`config.mk`:
```
export PLATFORM = sky130hd
export DESIGN_NAME = fetch_unit_flat
export DESIGN_NICKNAME = d
export VERILOG_FILES = /design/src/rtl/fetch_unit_if.sv /design/src/rtl/fetch_unit.sv /design/src/flat_wrapper.sv
export SDC_FILE = /design/constraint.sdc
export NUM_CORES = 1
export LEC_CHECK = 0
export BUFFER_PORTS_ARGS = -buffer_cell sky130_fd_sc_hd__buf_2
export CORE_UTILIZATION = 30
export CTS_CLUSTER_DIAMETER = 100
export DETAILED_ROUTE_END_ITERATION = 16
export PLACE_DENSITY = 0.46
export SYNTH_ARGS = -nofsm -noshare
export SYNTH_HDL_FRONTEND = slang
export SYNTH_SLANG_ARGS = --single-unit
```
`constraint.sdc`:
```
create_clock -name clk -period 2.25 [get_ports clk]
set_input_delay 0.45 -clock clk [delete_from_list [all_inputs] [get_ports clk]]
set_output_delay 0.45 -clock clk [all_outputs]
set_load 0.02 [all_outputs]
```
`src/rtl/fetch_unit_if.sv`:
```
// Instruction-memory bus between the fetch stage and the instruction memory.
//   req    : fetch request valid (master -> slave)
//   addr   : fetch byte address  (master -> slave)
//   ready  : memory accepts the request this cycle (slave -> master)
//   rvalid : response data valid (slave -> master)
//   rdata  : response instruction word (slave -> master)
interface fetch_unit_if;
    localparam int unsigned XLEN = 32;

    logic            req;
    logic [XLEN-1:0] addr;
    logic            ready;
    logic            rvalid;
    logic [XLEN-1:0] rdata;

    modport master (output req, addr, input ready, rvalid, rdata);
    modport slave  (input req, addr, output ready, rvalid, rdata);
endinterface

```
`src/rtl/fetch_unit.sv`:
```
// Instruction-fetch stage: holds PCF, issues single-outstanding fetches over
// the imem bus, squashes wrong-path work on redirects from execute and absorbs
// decode stalls in a one-entry skid buffer in front of the IF/ID register.
//   clk, rst     : clock, synchronous active-high reset
//   StallF       : block new fetch requests
//   StallD       : hold the IF/ID register
//   PCSrcE       : redirect from execute, target on PCTargetE
//   imem         : instruction-memory bus (master side)
//   InstrD, PCD, PCPlus4D, ValidD : IF/ID register outputs
module fetch_unit #(
    parameter logic [31:0] RESET_PC  = 32'h0000_0000,
    parameter logic [31:0] NOP_INSTR = 32'h0000_0013
) (
    input  logic                clk,
    input  logic                rst,
    input  logic                StallF,
    input  logic                StallD,
    input  logic                PCSrcE,
    input  logic [31:0]         PCTargetE,
    fetch_unit_if.master        imem,
    output logic [31:0]         InstrD,
    output logic [31:0]         PCD,
    output logic [31:0]         PCPlus4D,
    output logic                ValidD
);
    localparam int unsigned XLEN = 32;
    localparam logic [XLEN-1:0] PC_STEP = XLEN'(4);

    typedef enum logic [1:0] {
        REQ  = 2'd0,
        WAIT = 2'd1,
        DROP = 2'd2
    } state_t;

    state_t          state_q, state_d;
    logic [XLEN-1:0] pcf_q, pcf_d;
    logic [XLEN-1:0] pc_inflight_q, pc_inflight_d;
    logic            buf_valid_q, buf_valid_d;
    logic [XLEN-1:0] buf_instr_q, buf_instr_d;
    logic [XLEN-1:0] buf_pc_q, buf_pc_d;
    logic [XLEN-1:0] instr_q, instr_d;
    logic [XLEN-1:0] pcd_q, pcd_d;
    logic [XLEN-1:0] pcplus4_q, pcplus4_d;
    logic            valid_q, valid_d;

    logic            req;
    logic            accept;
    logic            resp;

    // State and IF/ID register
    always_ff @(posedge clk) begin
        if (rst) begin
            state_q       <= REQ;
            pcf_q         <= RESET_PC;
            pc_inflight_q <= '0;
            buf_valid_q   <= 1'b0;
            buf_instr_q   <= '0;
            buf_pc_q      <= '0;
            instr_q       <= NOP_INSTR;
            pcd_q         <= '0;
            pcplus4_q     <= '0;
            valid_q       <= 1'b0;
        end else begin
            state_q       <= state_d;
            pcf_q         <= pcf_d;
            pc_inflight_q <= pc_inflight_d;
            buf_valid_q   <= buf_valid_d;
            buf_instr_q   <= buf_instr_d;
            buf_pc_q      <= buf_pc_d;
            instr_q       <= instr_d;
            pcd_q         <= pcd_d;
            pcplus4_q     <= pcplus4_d;
            valid_q       <= valid_d;
        end
    end

    // Next-state, request and delivery logic
    always_comb begin
        state_d       = state_q;
        pcf_d         = pcf_q;
        pc_inflight_d = pc_inflight_q;
        buf_valid_d   = buf_valid_q;
        buf_instr_d   = buf_instr_q;
        buf_pc_d      = buf_pc_q;
        instr_d       = instr_q;
        pcd_d         = pcd_q;
        pcplus4_d     = pcplus4_q;
        valid_d       = valid_q;

        // No new request while a buffered instruction is waiting: keeps the
        // skid buffer from ever needing a second entry.
        req    = (state_q == REQ) & ~StallF & ~buf_valid_q & ~PCSrcE & ~rst;
        accept = req & imem.ready;
        // Only a response in WAIT is on the correct path.
        resp   = (state_q == WAIT) & imem.rvalid & ~PCSrcE;

        if (PCSrcE) begin
            // Redirect wins over everything, including a decode stall.
            pcf_d       = PCTargetE;
            instr_d     = NOP_INSTR;
            valid_d     = 1'b0;
            buf_valid_d = 1'b0;
            if (state_q != REQ) begin
                // Outstanding response either arrives now (discard) or later (DROP).
                state_d = imem.rvalid ? REQ : DROP;
            end
        end else begin
            if (accept) begin
                pc_inflight_d = pcf_q;
                pcf_d         = pcf_q + PC_STEP;
                state_d       = WAIT;
            end else if ((state_q != REQ) && imem.rvalid) begin
                state_d = REQ;
            end

            if (!StallD) begin
                if (buf_valid_q) begin
                    instr_d     = buf_instr_q;
                    pcd_d       = buf_pc_q;
                    pcplus4_d   = buf_pc_q + PC_STEP;
                    valid_d     = 1'b1;
                    buf_valid_d = 1'b0;
                end else if (resp) begin
                    instr_d   = imem.rdata;
                    pcd_d     = pc_inflight_q;
                    pcplus4_d = pc_inflight_q + PC_STEP;
                    valid_d   = 1'b1;
                end else begin
                    instr_d = NOP_INSTR;
                    valid_d = 1'b0;
                end
            end else if (resp) begin
                buf_valid_d = 1'b1;
                buf_instr_d = imem.rdata;
                buf_pc_d    = pc_inflight_q;
            end
        end
    end

    assign imem.req  = req;
    assign imem.addr = pcf_q;

    assign InstrD   = instr_q;
    assign PCD      = pcd_q;
    assign PCPlus4D = pcplus4_q;
    assign ValidD   = valid_q;
endmodule

```
`src/flat_wrapper.sv`:
```
// flat-port wrapper written by rule: the top's interface ports become plain ports
module fetch_unit_flat 
#(
    parameter logic [31:0] RESET_PC  = 32'h0000_0000,
    parameter logic [31:0] NOP_INSTR = 32'h0000_0013
)
  (clk, rst, StallF, StallD, PCSrcE, PCTargetE, InstrD, PCD, PCPlus4D, ValidD, imem_req, imem_addr, imem_ready, imem_rvalid, imem_rdata);
  fetch_unit_if imem_i ();
  input  logic clk;
  input  logic rst;
  input  logic StallF;
  input  logic StallD;
  input  logic PCSrcE;
  input  logic [31:0] PCTargetE;
  output logic [31:0] InstrD;
  output logic [31:0] PCD;
  output logic [31:0] PCPlus4D;
  output logic ValidD;
  output wire logic [$bits(imem_i.req)-1:0] imem_req;
  output wire logic [$bits(imem_i.addr)-1:0] imem_addr;
  input wire logic [$bits(imem_i.ready)-1:0] imem_ready;
  input wire logic [$bits(imem_i.rvalid)-1:0] imem_rvalid;
  input wire logic [$bits(imem_i.rdata)-1:0] imem_rdata;
  assign imem_req = imem_i.req;
  assign imem_addr = imem_i.addr;
  assign imem_i.ready = imem_ready;
  assign imem_i.rvalid = imem_rvalid;
  assign imem_i.rdata = imem_rdata;
  fetch_unit #(.RESET_PC(RESET_PC), .NOP_INSTR(NOP_INSTR)) u_core (.clk(clk), .rst(rst), .StallF(StallF), .StallD(StallD), .PCSrcE(PCSrcE), .PCTargetE(PCTargetE), .imem(imem_i), .InstrD(InstrD), .PCD(PCD), .PCPlus4D(PCPlus4D), .ValidD(ValidD));
endmodule
```
Word level (Yosys, flattened, before mapping)
Index checks and enable logic that the tools add are counted.

Bitwise logic cells: 12. Shifts and indexed selects: 0. Div/mod/pow operators: 0. Multiply operators: 0. Eq/ne operators: 2. Reduce and logical (&&, ||, !) cells: 12. Add/sub/neg operators: 3. Multiplexer cells: 15. $lt $le $gt $ge: 0.

Operators by type and width (count): 32-bit two-way mux (8); 32-bit by 3-bit adder with 32-bit output, second input constant (3); 2-bit two-way mux (5); 1-bit AND (7); 3-bit AND reduction (2); 2-bit nonzero test (3); 1-bit inverter (5); 2-bit AND reduction (2); 3-bit nonzero test (1); 3-bit OR reduction (1); 2-bit by 1-bit == test with 1-bit output, second input constant (1); 2-bit logical NOT (1); 1-bit two-way mux (2); 2-bit by 1-bit inequality test with 1-bit output, second input constant (1); 2-bit OR reduction (1); 1-bit logical AND (1).

Latch bits: 0. Memory bits (writable): 0. Memories kept: 0. Bits in registers: 228. Memory bits (read-only): 0. Input bits: 71. Output and inout port bits: 130.

Depth between registers and ports, before layout
Depth in word-level cells: 8. Depth in mapped cells: 10. Gate-level depth less buffers: 7.

Least setup slack after synthesis
No wires, ideal clock.

Path type: register to register. Start point: register u_core.buf_valid_q. End point: register u_core.pcplus4_q[28] (netlist: u_core.PCPlus4D[28]). Period minus slack after synthesis: 2434 ps. Path buffers: 3. Stages on the path, launching flop included: 11. Arrival: 2372 ps. Setup slack: -184 ps. Path through: dfxtp_1 buf_4 buf_4 buf_2 mux2_2 ha_1 nand4b_1 a211oi_1 nand3_1 or4_1 nand3_1.

Longest elaborated chain between the ends: 2.

Ends and longest elaborated chain: from (decl) (line fetch_unit.sv:38) `logic buf_valid_q, buf_valid_d;`; from (signal assigned) (line fetch_unit.sv:67) `buf_valid_q <= buf_valid_d;`; 2-bit nonzero test (no line); 3-bit AND reduction (no line); to (signal assigned) (line fetch_unit.sv:72) `pcplus4_q <= pcplus4_d;`; to (decl) (line fetch_unit.sv:43) `logic [XLEN-1:0] pcplus4_q, pcplus4_d;`.

Parallel ways exist; a longest one is shown, timed or not. A chain may end at the register's enable or synchronous reset.

Final worst setup path
Start point: register u_core.buf_valid_q. End point: register u_core.pcplus4_q[18] (netlist: u_core.PCPlus4D[18]).

The elaborated chain is that of the path after synthesis.

==> results by group <==
Pwr
  – Flop pwr share: 46.2%
  – Combinational Power Share: 5.6%
  – Pwr per Cell Area: 688 nW/um2
  – Leakage: 4.77 nW
  – P_int: 0.00682 W
  – Net Switching: 0.00204 W
  – Clock network power share: 48.2%
  – Worst VDD drop: 0.544 mV
  – Sw frac: 23.1%

Synthesis
  – Synth Area per Inst: 8.15 um2
  – Asr flop ratio synth: 0%
  – YS warnings: 0
  – Largest area contributor in the netlist: dfxtp_1
  – Share of the synthesized area in the top cell type: 44.8%
  – Synth Flop Type: dfxtp_1
  – Syn nets: 1311
  – Post-synth EDFFs: 0
  – Mapped Cells: 1238
  – Synth area leaders: dfxtp_1 45%, nand2_1 11%, a21oi_1 7.3%, mux2i_1 6.0%, o21ai_0 2.5%
  – Cell variety after synth: 67
  – Synth Register Bits: 226
  – Sequential area share after synthesis: 44.8%
  – Synthesized area: 10100 um2

CTS
  – Num CTS Buffers: 26
  – CTS Buffer Depth: 3
  – CTS tree: built
  – Clk_lat worst skew: 0.53 ns
  – Clock sink count: 226
  – # hold bufs at CTS: 0
  – CTS Root Cell: clkbuf_16
  – # H-tree levels: 1
  – Clock Pin Slew Worst Setup and Hold Paths: 0.06 ns

Floorplanning
  – Starting Density: 30.8%
  – Io pins: 201
  – CORE AREA: 32800 um2
  – Die outline area: 34400 um2
  – Num rows: 66
  – Die H: 185 um
  – Die X: 185 um

Global route
  – Vias in the first global route: 8898
  – Initial antenna violation count: 2
  – Global-route usage over all layers: 18.3%
  – GRT overflow: 0
  – First-pass GRT wire length: 49.7 mm
  – Largest net degree at the start of global routing: 97

Route
  – DRT Pass-1 Iters: 6
  – DR iter-0 viols: 530
  – Via count: 9516
  – DRC Markers: 0
  – Vias per cell: 4.96
  – Routed WL: 31.7 mm
  – Antenna Violating Nets Remaining: 0
  – Mean routed wirelength per cell: 16.5 um

Finish
  – Finished Layout Cells: 1917
  – # fillers: 3471
  – P&R area growth vs syn: 27.7%
  – Fraction of layout cells with a size suffix above 1: 25.0%
  – ANT cells: 0
  – Area occupied by multi-input gates: 5190 um2
  – Final Core Density: 39.3%
  – Storage cell area: 4530 um2
  – Net count, final: 1529

STA
  – Final Hold Vio Count: 0
  – Worst hold slack: 0.133 ns
  – Final worst path period need: 2.11 ns
  – Worst slew pin tran: 0.763 ns
  – Pins over their slew limit: 0
  – Setup tns final: 0 ns
  – Fmax achieved: 474 MHz
  – Fin crit share: 93.7%
  – Clock Skew: 0.0128 ns
  – Count of final setup violators: 0
  – Slew margin rel.: 48.9%
  – RSZ-0062 raised after global routing: false

Hold path
  – Hold Crit Depth: 2
  – Min-delay src: imem_rvalid
  – Hold Path Sink: u_core.state_q[1]
  – Hold Crit Class: primary input to flip-flop

Worst setup path
  – Critical Path Source Type: flip-flop
  – Reg-to-reg critical path endpoint: u_core.PCPlus4D[18]
  – Worst setup path start: u_core.buf_valid_q
  – CP endpoint kind: flip-flop
  – Worst reg-to-reg path cell count: 6
  – Reg2reg start: u_core.buf_valid_q
  – Required time of the critical path: 2.72 ns
  – Worst Setup Path Type: flip-flop to flip-flop
  – Peak fanout along the critical path: 15
  – Crit path DAT: 2.58 ns
  – Crit-path cells: buf_4 -> nand3_1 -> a22oi_2 -> nand4_4 -> or4_1 -> nand3_1
  – Slowest cell on crit path: or4_1
  – Crit path top cell by count: nand3_1
  – Worst R2R Setup Slack: 0.14 ns
  – CP max stage delay: 0.54 ns

Status
  – Status: finished, final reports clean

Placed design
  – GP Congestion: 0.850
  – HPWL after detailed placement: 22.6 mm
  – PortBufs: 200
  – Dpl cells: 1866

Flow run
  – Max_cap viols: 0
-- power by group through the flow --
stage	sequential (W)	combinational, W	clock (W)
floorplan	0.00423	0.000207	0
finish	0.00409	0.000496	0.00427
detailed placement	0.00418	0.000495	0
CTS	0.00409	0.000498	0.00441
global route	0.00410	0.000543	0.00460
global placement	0.00418	0.000497	0
-- routing by layer --
layer  track usage, %  vias up  routed length, um
li1                 -     4820                  -
met5                0        -                 27
met2             27.6      259              13300
met4             4.40        4                486
met1             26.8     4398              16000
met3             2.89       35               1850
-- state kept, by name (all words and copies together) (netlist names) --
register,cells
u_core.PCPlus4D,32
u_core.buf_instr_q,32
u_core.buf_valid_q,1
u_core.ValidD,1
u_core.InstrD,32
u_core.imem.addr,32
u_core.state_q,2
u_core.PCD,30
u_core.buf_pc_q,32
u_core.pc_inflight_q,32
-- cell usage after synthesis, types with 8 or more instances --
master	number
nand3_1	49
nand3b_1	14
a22oi_1	8
and3_1	14
dfxtp_1	226
a211oi_1	28
nand4_1	25
o21ai_0	51
buf_2	19
nor4_1	8
mux2i_1	60
nand4b_1	9
buf_4	10
nor3_1	19
a21oi_1	148
a31oi_1	13
clkbuf_1	49
buf_1	14
nand2_1	287
mux2_2	11
nor2_1	65
-- cell families (layout without fill, tap and decap cells) --
family,after synthesis,count (layout),synth area share [%]
flip-flops,226,226,44.8
buffers and inverters,100,337,4.41
AND/OR/NAND/NOR,527,527,24.4
XOR/XNOR,8,8,0.694
adder cells (fa/ha/maj),2,2,0.248
multiplexers,71,71,7.18
AO/OA/AOI/OAI,304,304,18.3
-- layout make-up --
class	count	area share [%]
multi-input cells	912	40.3
flip-flops and latches	226	35.1
repair buffers	284	13.2
clock buffers	39	6.29
well taps	442	4.29
clock inverters	8	0.544
inverters	6	0.175
-- critical path, delay by kind of cell (launching register included) --
family | cells | cell delay [ns]
and+or+nand+nor | 4 | 0.92
DFF | 1 | 0.48
AOI/OAI and AO/OA | 1 | 0.40
buffers and inverters | 1 | 0.25
-- placed cells by master (no fill, tap or decap), drive strengths merged, types with 20 or more instances in the layout --
master  instances
buf           284
o21ai          53
nor3           20
clkbuf         39
a21oi         148
mux2i          60
a211oi         30
nand4          27
nor2           65
dfxtp         226
nand3          52
nand2         287
-- per-stage QoR --
stage | setup WS [ns] | total power (W) | cell area (um2)
after global routing | 0.0159 | 0.00924 | 12900
final | 0.142 | 0.00886 | 12900
after detailed placement | 0.133 | 0.00468 | 12000
after floorplan | 0.0205 | 0.00443 | 10200
after global placement | 0.136 | 0.00468 | 12000
after CTS | 0.0406 | 0.00900 | 12800
-- worst max-delay path by stage --
stage | slack (ns) | endpoint
after floorplan | 0.02 | u_core.PCPlus4D[18]
after global placement | 0.14 | u_core.PCPlus4D[18]
after detailed placement | 0.13 | u_core.PCPlus4D[18]
after CTS | 0.04 | imem_req
after global routing | 0.02 | u_core.PCPlus4D[30]
final | 0.14 | u_core.PCPlus4D[18]
-- timing repair --
| item | 4_1_cts | 5_1_grt |
|---|---|---|
| pin swaps | 0 | 0 |
| setup buffers | 0 | 4 |
| gates resized for setup | 1 | 1 |
| endpoints found under the setup margin | 1 | 5 |
| gates cloned | 0 | 0 |
No activity file was read; power rests on OpenSTA's default activity.
